**src/rtl/game_pkg.sv**
```systemverilog
// rtl/game_pkg.sv - shared state encoding, coordinate type and geometry defaults
package game_pkg;

    typedef enum logic [1:0] {
        IDLE = 2'd0,
        PLAY = 2'd1,
        HIT  = 2'd2,
        OVER = 2'd3
    } state_t;

    typedef logic [9:0] coord_t;

    localparam int SCREEN_WIDTH      = 640;
    localparam int SCREEN_HEIGHT_DEF = 480;
    localparam int PIPE_WIDTH_DEF    = 50;
    localparam int BIRD_WIDTH_DEF    = 20;
    localparam int BIRD_HEIGHT_DEF   = 20;
    localparam int BIRD_X_DEF        = 100;
    localparam int LIVES_DEF         = 3;

endpackage

```
**src/rtl/multi_pipe_game_controller_if.sv**
```systemverilog
// rtl/multi_pipe_game_controller_if.sv - motion-side inputs and HUD-side outputs of the controller
// Optional lives signal present when GAME_LIVES_EN is defined.
interface multi_pipe_game_controller_if #(
    parameter int NUM_PIPES = 3,
    parameter int SCORE_W   = 8
) ();
    import game_pkg::*;

    logic                    start_button;
    logic                    frame_tick;
    coord_t                  bird_y;
    logic [NUM_PIPES*10-1:0] pipe_x;
    logic [NUM_PIPES*10-1:0] gap_top;
    logic [NUM_PIPES*10-1:0] gap_bot;
    logic                    collision_out;
    logic [1:0]              state;
    logic [SCORE_W-1:0]      score;
    logic                    game_over;
`ifdef GAME_LIVES_EN
    logic [1:0]              lives;
`endif

    modport master (
        output start_button, frame_tick, bird_y, pipe_x, gap_top, gap_bot,
`ifdef GAME_LIVES_EN
        input  lives,
`endif
        input  collision_out, state, score, game_over
    );

    modport slave (
        input  start_button, frame_tick, bird_y, pipe_x, gap_top, gap_bot,
`ifdef GAME_LIVES_EN
        output lives,
`endif
        output collision_out, state, score, game_over
    );

endinterface

```
**src/rtl/pipe_collider.sv**
```systemverilog
// rtl/pipe_collider.sv - combinational hit / passed test of the bird against one pipe column
module pipe_collider
    import game_pkg::*;
#(
    parameter int PIPE_WIDTH  = PIPE_WIDTH_DEF,
    parameter int BIRD_X      = BIRD_X_DEF,
    parameter int BIRD_WIDTH  = BIRD_WIDTH_DEF,
    parameter int BIRD_HEIGHT = BIRD_HEIGHT_DEF
) (
    input  coord_t pipe_x_i,
    input  coord_t gap_top_i,
    input  coord_t gap_bot_i,
    input  coord_t bird_y_i,
    output logic   hit_o,
    output logic   pass_now_o
);

    logic [10:0] pipe_right;
    logic [10:0] bird_bot;
    logic        x_overlap;
    logic        outside_gap;

    // 11-bit sums so edges near the right/bottom of the screen never wrap
    assign pipe_right  = {1'b0, pipe_x_i} + 11'(PIPE_WIDTH);
    assign bird_bot    = {1'b0, bird_y_i} + 11'(BIRD_HEIGHT);

    assign x_overlap   = ({1'b0, pipe_x_i} < 11'(BIRD_X + BIRD_WIDTH)) &&
                         (11'(BIRD_X) < pipe_right);
    assign outside_gap = (bird_y_i < gap_top_i) || (bird_bot > {1'b0, gap_bot_i});

    assign hit_o       = x_overlap && outside_gap;
    assign pass_now_o  = pipe_right < 11'(BIRD_X);

endmodule

```
**src/rtl/multi_pipe_game_controller.sv**
```systemverilog
// rtl/multi_pipe_game_controller.sv - game FSM, registered collision and per-pipe pass scoring
// Lives support (port, reload, HIT->PLAY return) is built when GAME_LIVES_EN is defined.
module multi_pipe_game_controller
    import game_pkg::*;
#(
    parameter int SCREEN_HEIGHT = SCREEN_HEIGHT_DEF,
    parameter int PIPE_WIDTH    = PIPE_WIDTH_DEF,
    parameter int BIRD_WIDTH    = BIRD_WIDTH_DEF,
    parameter int BIRD_HEIGHT   = BIRD_HEIGHT_DEF,
    parameter int BIRD_X        = BIRD_X_DEF,
`ifdef GAME_LIVES_EN
    parameter int LIVES         = LIVES_DEF,
`endif
    parameter int NUM_PIPES     = 3,
    parameter int SCORE_W       = 8,
    parameter int HIT_FRAMES    = 30
) (
    input  logic                          clk,
    input  logic                          reset,
    multi_pipe_game_controller_if.slave   bus
);

    localparam int CNT_W = $clog2(HIT_FRAMES + 1);
    localparam int SUM_W = SCORE_W + 4;
    localparam logic [SCORE_W-1:0] SCORE_MAX = '1;

    state_t               state_q, state_d;
    logic                 start_q;
    logic                 start_edge;
    logic                 collision_q, collision_d;
    logic [SCORE_W-1:0]   score_q, score_d;
    logic                 game_over_q, game_over_d;
    logic [NUM_PIPES-1:0] passed_q, passed_d;
    logic [NUM_PIPES-1:0] hit_vec, pass_now;
    logic [CNT_W-1:0]     hit_cnt_q, hit_cnt_d;
    logic [SUM_W-1:0]     pass_cnt, score_sum;
    logic [10:0]          bird_bot;
    logic                 bounds_hit;
`ifdef GAME_LIVES_EN
    logic [1:0]           lives_q, lives_d;
`endif

    for (genvar g = 0; g < NUM_PIPES; g++) begin : g_pipe
        pipe_collider #(
            .PIPE_WIDTH  (PIPE_WIDTH),
            .BIRD_X      (BIRD_X),
            .BIRD_WIDTH  (BIRD_WIDTH),
            .BIRD_HEIGHT (BIRD_HEIGHT)
        ) u_collider (
            .pipe_x_i   (bus.pipe_x[g*10 +: 10]),
            .gap_top_i  (bus.gap_top[g*10 +: 10]),
            .gap_bot_i  (bus.gap_bot[g*10 +: 10]),
            .bird_y_i   (bus.bird_y),
            .hit_o      (hit_vec[g]),
            .pass_now_o (pass_now[g])
        );
    end

    assign bird_bot   = {1'b0, bus.bird_y} + 11'(BIRD_HEIGHT);
    assign bounds_hit = bird_bot > 11'(SCREEN_HEIGHT);
    assign start_edge = bus.start_button & ~start_q;

    always_comb begin
        state_d     = state_q;
        score_d     = score_q;
        passed_d    = passed_q;
        hit_cnt_d   = '0;
        collision_d = 1'b0;
        pass_cnt    = '0;
        score_sum   = '0;
`ifdef GAME_LIVES_EN
        lives_d     = lives_q;
`endif

        // a pipe that is back to the right of the bird has respawned and may score again
        for (int i = 0; i < NUM_PIPES; i++) begin
            if (!pass_now[i]) passed_d[i] = 1'b0;
        end

        unique case (state_q)
            IDLE: begin
                if (start_edge) begin
                    state_d  = PLAY;
                    score_d  = '0;
                    passed_d = '0;
`ifdef GAME_LIVES_EN
                    lives_d  = 2'(LIVES);
`endif
                end
            end
            PLAY: begin
                collision_d = (|hit_vec) | bounds_hit;
                for (int i = 0; i < NUM_PIPES; i++) begin
                    if (pass_now[i] && !passed_q[i]) begin
                        passed_d[i] = 1'b1;
                        pass_cnt    = pass_cnt + SUM_W'(1);
                    end
                end
                score_sum = SUM_W'(score_q) + pass_cnt;
                score_d   = (score_sum > SUM_W'(SCORE_MAX)) ? SCORE_MAX : score_sum[SCORE_W-1:0];
                if (collision_q) state_d = HIT;
            end
            HIT: begin
                hit_cnt_d = hit_cnt_q;
                if (bus.frame_tick) begin
                    if (hit_cnt_q == CNT_W'(HIT_FRAMES - 1)) begin
                        hit_cnt_d = '0;
`ifdef GAME_LIVES_EN
                        lives_d   = lives_q - 2'd1;
                        state_d   = (lives_d != 2'd0) ? PLAY : OVER;
`else
                        state_d   = OVER;
`endif
                    end else begin
                        hit_cnt_d = hit_cnt_q + CNT_W'(1);
                    end
                end
            end
            OVER: begin
                if (start_edge) state_d = IDLE;
            end
            default: state_d = IDLE;
        endcase

        game_over_d = (state_d == OVER) && (state_q != OVER);
    end

    always_ff @(posedge clk or negedge reset) begin
        if (!reset) begin
            state_q     <= IDLE;
            start_q     <= 1'b0;
            collision_q <= 1'b0;
            score_q     <= '0;
            game_over_q <= 1'b0;
            passed_q    <= '0;
            hit_cnt_q   <= '0;
`ifdef GAME_LIVES_EN
            lives_q     <= 2'(LIVES);
`endif
        end else begin
            state_q     <= state_d;
            start_q     <= bus.start_button;
            collision_q <= collision_d;
            score_q     <= score_d;
            game_over_q <= game_over_d;
            passed_q    <= passed_d;
            hit_cnt_q   <= hit_cnt_d;
`ifdef GAME_LIVES_EN
            lives_q     <= lives_d;
`endif
        end
    end

    assign bus.collision_out = collision_q;
    assign bus.state         = state_q;
    assign bus.score         = score_q;
    assign bus.game_over     = game_over_q;
`ifdef GAME_LIVES_EN
    assign bus.lives         = lives_q;
`endif

endmodule

```
**src/flat_wrapper.sv**
```systemverilog
// flat-port wrapper written by rule: the top's interface ports become plain ports
module multi_pipe_game_controller_flat import game_pkg::*;
#(
    parameter int SCREEN_HEIGHT = SCREEN_HEIGHT_DEF,
    parameter int PIPE_WIDTH    = PIPE_WIDTH_DEF,
    parameter int BIRD_WIDTH    = BIRD_WIDTH_DEF,
    parameter int BIRD_HEIGHT   = BIRD_HEIGHT_DEF,
    parameter int BIRD_X        = BIRD_X_DEF,

    parameter int NUM_PIPES     = 3,
    parameter int SCORE_W       = 8,
    parameter int HIT_FRAMES    = 30
)
  (clk, reset, bus_start_button, bus_frame_tick, bus_bird_y, bus_pipe_x, bus_gap_top, bus_gap_bot, bus_collision_out, bus_state, bus_score, bus_game_over);
  multi_pipe_game_controller_if #(.NUM_PIPES(NUM_PIPES), .SCORE_W(SCORE_W)) bus_i ();
  input  logic clk;
  input  logic reset;
  input wire logic [$bits(bus_i.start_button)-1:0] bus_start_button;
  input wire logic [$bits(bus_i.frame_tick)-1:0] bus_frame_tick;
  input wire logic [$bits(bus_i.bird_y)-1:0] bus_bird_y;
  input wire logic [$bits(bus_i.pipe_x)-1:0] bus_pipe_x;
  input wire logic [$bits(bus_i.gap_top)-1:0] bus_gap_top;
  input wire logic [$bits(bus_i.gap_bot)-1:0] bus_gap_bot;
  output wire logic [$bits(bus_i.collision_out)-1:0] bus_collision_out;
  output wire logic [$bits(bus_i.state)-1:0] bus_state;
  output wire logic [$bits(bus_i.score)-1:0] bus_score;
  output wire logic [$bits(bus_i.game_over)-1:0] bus_game_over;
  assign bus_i.start_button = bus_start_button;
  assign bus_i.frame_tick = bus_frame_tick;
  assign bus_i.bird_y = bus_bird_y;
  assign bus_i.pipe_x = bus_pipe_x;
  assign bus_i.gap_top = bus_gap_top;
  assign bus_i.gap_bot = bus_gap_bot;
  assign bus_collision_out = bus_i.collision_out;
  assign bus_state = bus_i.state;
  assign bus_score = bus_i.score;
  assign bus_game_over = bus_i.game_over;
  multi_pipe_game_controller #(.SCREEN_HEIGHT(SCREEN_HEIGHT), .PIPE_WIDTH(PIPE_WIDTH), .BIRD_WIDTH(BIRD_WIDTH), .BIRD_HEIGHT(BIRD_HEIGHT), .BIRD_X(BIRD_X), .NUM_PIPES(NUM_PIPES), .SCORE_W(SCORE_W), .HIT_FRAMES(HIT_FRAMES)) u_core (.clk(clk), .reset(reset), .bus(bus_i));
endmodule
```
**config.mk**
```make
export PLATFORM = sky130hd
export DESIGN_NAME = multi_pipe_game_controller_flat
export DESIGN_NICKNAME = d
export VERILOG_FILES = /design/src/rtl/game_pkg.sv /design/src/rtl/multi_pipe_game_controller_if.sv /design/src/rtl/pipe_collider.sv /design/src/rtl/multi_pipe_game_controller.sv /design/src/flat_wrapper.sv
export SDC_FILE = /design/constraint.sdc
export NUM_CORES = 1
export LEC_CHECK = 0
export CORE_MARGIN = 8
export CORE_UTILIZATION = 35
export DETAILED_ROUTE_END_ITERATION = 12
export GPL_ROUTABILITY_DRIVEN = 0
export PLACE_DENSITY = 0.68
export SLEW_MARGIN = 20
export SYNTH_ARGS = -nofsm -noshare
export SYNTH_HDL_FRONTEND = slang
export SYNTH_SLANG_ARGS = --single-unit
```
**constraint.sdc**
```tcl
create_clock -name clk -period 3.2 [get_ports clk]
set_input_delay 0.64 -clock clk [delete_from_list [all_inputs] [get_ports clk]]
set_output_delay 0.64 -clock clk [all_outputs]
set_load 0.01 [all_outputs]
```
==> impl_metrics.csv, run 1 <==
group,metric,value,unit
logic_synthesis,syn_nets,612,
sta,finClkSkew,0.00132,ns
place,placed_cell_area,0.00496,mm²
sta,finalCritPeriodShare,1.20,
grt,grt_max_degree,22,
logic_synthesis,yosysMostFrequentCell,"inv_1",
pwr,p_leak,2.63,nW
routing,viasPerCell,5.27,
sta,rsz0062_at_grt,"true",
grt,gr-total-overflow,0,
place,dp_hpwl,9.24,mm
logic_synthesis,synth_top_cell_by_area,"ha_1",
logic_synthesis,ys_seq_area_frac,0.160,
sta,finalSetupViolations,9,
logic_synthesis,ys.flop_type,"dfrtp_1",
logic_synthesis,ys_warn_count,0,
sta,slew_headroom,0.585,
layout,post_layout_nonfiller_instances,731,
grt,grt_util_all_layers,0.170,
routing,drt-total-wl,11.1,mm
die,io_pins,116,
layout,fin_util,0.586,
hold_path,hp-class,"in -> async",
grt,antenna_found_initial,0,
routing,wl_per_cell,15.1,µm
critical_path,cp-start-kind,"input port",
status,violations,"setup timing",
critical_path,endpoint_kind,"flip-flop",
sta,hold_viol_final,0,
layout,nNetsFinal,798,
clock_tree,cts.sinks,21,
logic_synthesis,synth_area,0.00329,mm²
die,fp-row-count,35,
routing,dr.pass1.iters,4,
clock_tree,cts_buffers,3,
routing,drtIter0Drc,120,
critical_path,crit_fanout,5,
sta,worstMarginPinSlew,0.616,ns
logic_synthesis,yosys-top-cells-area,"ha_1, dfrtp_1, inv_1",
clock_tree,cts_tree,"done",
sta,max_freq,261,MHz
pwr,power,1.06,mW
critical_path,critPathArrivalTime,4.03,ns
clock_tree,cts-root-buf,"clkbuf_8",
run,maxCapViolCount,0,
clock_tree,cts_hold_buf,0,
layout,fin_area,0.00539,mm²
logic_synthesis,synth_cells,435,
grt,grt_pass1_wl,18.4,mm
critical_path,cp.required,3.40,ns
clock_tree,path_clk_slew,0.08,ns
sta,fin_hold_ws,0.321,ns
critical_path,cp-startpoint,"bus_pipe_x[11]",
place,port_buffers,115,
critical_path,crit_type,"in -> reg",
clock_tree,htreeDepth,1,
layout,synthToLayoutAreaGrowth,64.0,%
die,die_y,113,µm
sta,min_period,3.83,ns
pwr,peakVddDrop,0.139,mV
critical_path,timing.rr.start,"u_core.passed_q[1]",
sta,timing.final.ws_setup,-0.625,ns
layout,diodes,0,
clock_tree,insertion_delay,0.26,ns
routing,drc_errors,0,
die,start_util,0.357,
logic_synthesis,synth_edf_count,0,
sta,slew_viol_final,0,
pwr,powerDensity,196,mW/mm²
place,post-place-cells,707,
logic_synthesis,synth_seq_cells,21,
logic_synthesis,synthArstFlopShare,1.00,
layout,drive_gt1_frac,0.206,
die,dieArea,0.0127,mm²
status,status,"finished with violations",
logic_synthesis,syn_area_per_cell,7.56,µm²
die,core_area,0.00920,mm²
die,die_w,113,µm
logic_synthesis,ys_types,49,
routing,ant_nets,0,
logic_synthesis,synth_common_cells,"inv_1, ha_1, o21ai_0, a21oi_1, nor2_1",
logic_synthesis,synth_top_area_frac,0.274,
clock_tree,cts.path.max_buffers,2,
routing,num_vias,3853,
grt,grt_pass1_vias,4081,
-- state kept, by name, summed over array words and instances (netlist names) --
name and cells:
u_core.bus.score 8, u_core.hit_cnt_q 5, u_core.passed_q 3, u_core.bus.state 2, u_core.bus.collision_out 1, u_core.bus.game_over 1, u_core.start_q 1
-- cell families (layout without fill, tap and decap cells) --
group,count (synthesis),count (layout),synth area share
compound gates,127,127,0.244
simple gates,127,127,0.200
buf+inv,77,262,0.0879
fa+ha+maj,73,73,0.280
flops,21,21,0.160
xor+xnor,8,8,0.0213
mux,2,2,0.00647
-- layout make-up --
type	instances	area [µm²]
fillers	805	3800
multi-input cells	337	2730
repair buffers	184	1680
flip-flops and latches	21	526
inverters	74	278
well taps	111	139
clock buffers	3	41.3
clock inverters	1	5.00
-- report_power, final --
group	total, mW	switching, mW	leakage (nW)	internal [mW]
sequential	0.305	0.0213	0.278	0.284
combinational	0.576	0.254	2.33	0.322
clock	0.174	0.0877	0.0255	0.0867
total	1.06	0.363	2.63	0.692
-- critical path, stage by stage --
cell and delay [ns]:
buf_8 0.08, ha_4 0.16, nand2_4 0.05, buf_6 0.12, a21boi_4 0.16, nand4_1 0.12
o21a_1 0.14, or4_4 0.49, or2_4 0.25, ha_4 0.27, xor2_1 0.16, ha_2 0.23
inv_2 0.04, fa_2 0.34, nor2b_2 0.13, o21ai_2 0.08, nor2_4 0.16, nand3_4 0.14
a21oi_2 0.16, a21o_1 0.10
-- through the flow --
| step | setup TNS [ns] | worst slack [ns] |
|---|---|---|
| finish | -4.72 | -0.625 |
| global route | -6.14 | -0.800 |
| CTS | -4.90 | -0.656 |
| detailed placement | -10.89 | -1.38 |
| global placement | -10.16 | -1.27 |
| floorplan | -4.24 | -0.566 |
-- final timing paths --
check / to / slack (ns) / cells past startpoint
max: u_core.bus.score[2] / -0.63 / 20
min: u_core.hit_cnt_q[2] / 0.32 / 1
max reg2reg: u_core.bus.score[2] / 0.63 / 12
min reg2reg: u_core.hit_cnt_q[4] / 0.50 / 1
max in group asynchronous: u_core.passed_q[0] / 2.56 / 1
min in group clk: u_core.hit_cnt_q[4] / 0.50 / 1
-- per-layer routing --
layer	GRT usage	up-vias	wire length [µm]
met3	0.0346	19	708
met2	0.310	121	5420
met4	0.0355	0	200
li1	-	1931	-
met5	0	-	0
met1	0.201	1782	4740
-- placed cells by master (no fill, tap or decap), types with 6 or more instances in the layout --
cell               n
a211oi_1           8
nor2b_1            7
clkdlybuf4s50_1  105
a21o_1            10
ha_1              65
o21a_1             6
nor3_1             6
dfrtp_1           21
inv_1             72
nor2_1            26
o21ai_0           30
nand4_1           15
nand2_1           23
a21oi_1           29
nand3_1           11
buf_4             66
-- repair_timing --
| item | in CTS | in global routing |
|---|---|---|
| endpoints found under the setup margin | 9 | 9 |
| buffers inserted | 18 | 2 |
| resized for setup | 56 | 27 |
| pin swaps | 22 | 19 |
Power figures use the tool's default switching activity.
==> inputs of run 2 (changes only) <==
--- a/config.mk
+++ b/config.mk
@@ -6,10 +6,12 @@
 export NUM_CORES = 1
 export LEC_CHECK = 0
 export CORE_MARGIN = 8
-export CORE_UTILIZATION = 35
+export CORE_UTILIZATION = 39
+export CTS_CLUSTER_DIAMETER = 100
 export DETAILED_ROUTE_END_ITERATION = 12
+export DONT_BUFFER_PORTS = 1
 export GPL_ROUTABILITY_DRIVEN = 0
-export PLACE_DENSITY = 0.68
+export PLACE_DENSITY = 0.56
 export SLEW_MARGIN = 20
 export SYNTH_ARGS = -nofsm -noshare
 export SYNTH_HDL_FRONTEND = slang
==> impl_metrics.csv, run 2 (synthesis results as in run 1) <==
group,metric,value,unit
status,status,"finished with violations",
status,violations,"setup timing",
critical_path,crit_buf_inv,1,
sta,finalCritPeriodShare,1.13,
routing,drt-total-wl,8.99,mm
critical_path,r2r_slack,0.72,ns
routing,wl_per_cell,15.9,µm
sta,hold_viol_final,0,
critical_path,rr_worst_depth,12,
sta,fin_hold_ws,0.0589,ns
sta,rsz0062_at_grt,"true",
sta,finClkSkew,0.00497,ns
layout,largest_reg_flops,8,
layout,synthToLayoutAreaGrowth,14.4,%
critical_path,critPathArrivalTime,3.82,ns
clock_tree,htreeDepth,1,
place,placed_cell_area,0.00360,mm²
grt,grt_pass1_vias,3173,
hold_path,hp-class,"in -> async",
critical_path,slowest_stage,"or4_4",
die,core_area,0.00818,mm²
sta,slew_headroom,0.469,
critical_path,crit_fanout,5,
layout,drive_gt1_frac,0.115,
critical_path,timing.rr.start,"u_core.passed_q[1]",
critical_path,critPathTopFamily,"simple AND/OR/NAND/NOR gates",
critical_path,endpoint_kind,"flip-flop",
critical_path,cp-start-kind,"input port",
die,die_w,108,µm
layout,fin_area,0.00376,mm²
layout,fin_util,0.460,
die,io_pins,116,
routing,drtIter0Drc,60,
routing,viasPerCell,5.59,
clock_tree,cts_tree,"done",
sta,max_freq,276,MHz
pwr,p_leak,1.92,nW
grt,grt_pass1_wl,14.2,mm
die,dieArea,0.0116,mm²
clock_tree,cts.path.max_buffers,2,
sta,worstMarginPinSlew,0.795,ns
layout,nNetsFinal,639,
sta,slew_viol_final,0,
die,fp-row-count,33,
grt,grt_util_all_layers,0.147,
clock_tree,cts_hold_buf,0,
layout,final_cell_mix,"inv_1, ha_1, o21ai_0, a21oi_1, nor2_1",
pwr,powerDensity,217,mW/mm²
place,port_buffers,0,
routing,dr.pass1.iters,4,
clock_tree,cts-root-buf,"clkbuf_8",
clock_tree,cts_buffers,3,
place,pre_cts_slack,-0.741,ns
run,maxCapViolCount,0,
grt,grt_max_degree,22,
die,die_y,108,µm
die,start_util,0.402,
grt,gr-total-overflow,0,
sta,timing.final.ws_setup,-0.419,ns
clock_tree,cts.sinks,21,
layout,final_common_cell,"inv_1",
routing,ant_nets,0,
grt,antenna_found_initial,0,
critical_path,slowest_delay,0.42,ns
critical_path,cp_cell_sequence,"ha_4 > nand2_4 > or3b_1 > nand2_1 > a21oi_1 > or4_4 > or2_4 > ha_4 > xor2_1 > ha_2 > inv_2 > fa_2 > nor2b_2 > o21ai_2 > nor2_4 > nand3_4 > o21ai_2 > a22o_1",
routing,drc_errors,0,
pwr,peakVddDrop,0.128,mV
place,dp_hpwl,7.65,mm
clock_tree,insertion_delay,0.26,ns
critical_path,crit_type,"in -> reg",
clock_tree,path_clk_slew,0.08,ns
sta,finalSetupViolations,8,
layout,diodes,0,
critical_path,r2r-end,"u_core.bus.score[3]",
critical_path,cp.required,3.40,ns
sta,min_period,3.62,ns
routing,num_vias,3163,
==> run 2: how the worst max path moves through the flow <==
stage                               from             endpoint  slack [ns]  cells after the start
after floorplan           bus_pipe_x[11]  u_core.bus.score[5]       -0.57                     18
after global placement    bus_pipe_x[11]  u_core.bus.score[1]       -0.69                     19
after detailed placement  bus_pipe_x[11]  u_core.bus.score[3]       -0.74                     18
after CTS                 bus_pipe_x[11]  u_core.bus.score[3]       -0.46                     18
after global routing      bus_pipe_x[11]  u_core.bus.score[1]       -0.62                     19
final                     bus_pipe_x[11]  u_core.bus.score[3]       -0.42                     18
==> run 2: through the flow <==
stage               instances  power [mW]  setup TNS (ns)
floorplan                 435       0.550           -4.24
global placement          559       0.622           -5.27
detailed placement        559       0.633           -5.57
CTS                       565       0.817           -3.32
global route              566       0.896           -4.75
finish                    566       0.818           -3.23
==> run 2: cell type report <==
class / count / area (µm²)
Tap cell: 105 / 131
Inverter: 74 / 278
Timing Repair Buffer: 25 / 188
Sequential cell: 21 / 526
Clock buffer: 4 / 45.0
Multi-Input combinational cell: 337 / 2590
Fill cell: 844 / 4410
==> run 2: where the power goes <==
| group | switching [mW] | leakage (nW) | internal, mW |
|---|---|---|---|
| sequential | 0.0213 | 0.278 | 0.284 |
| clock | 0.0923 | 0.0228 | 0.0889 |
| combinational | 0.171 | 1.61 | 0.160 |
==> run 2: layer usage <==
metal  GRT usage  wire length, µm
met2       0.254             4240
met1       0.173             3910
met3      0.0503              769
met5           0                0
met4      0.0307               74
==> run 2: what timing repair did <==
action                                  4_1_cts  5_1_grt
pin swaps                                     1        6
endpoints found under the setup margin        8        8
resized for setup                             2       17
gates cloned                                  0        0
buffers inserted                              2        1
==> run 2: worst register-to-register path, cell delays in order, from the launching register on <==
cell	delay, ns
dfrtp_1	0.41
or2_4	0.24
ha_4	0.27
xor2_1	0.13
ha_2	0.20
inv_2	0.04
fa_2	0.34
nor2b_2	0.13
o21ai_2	0.09
nor2_4	0.18
nand3_4	0.14
o21ai_2	0.10
a22o_1	0.16
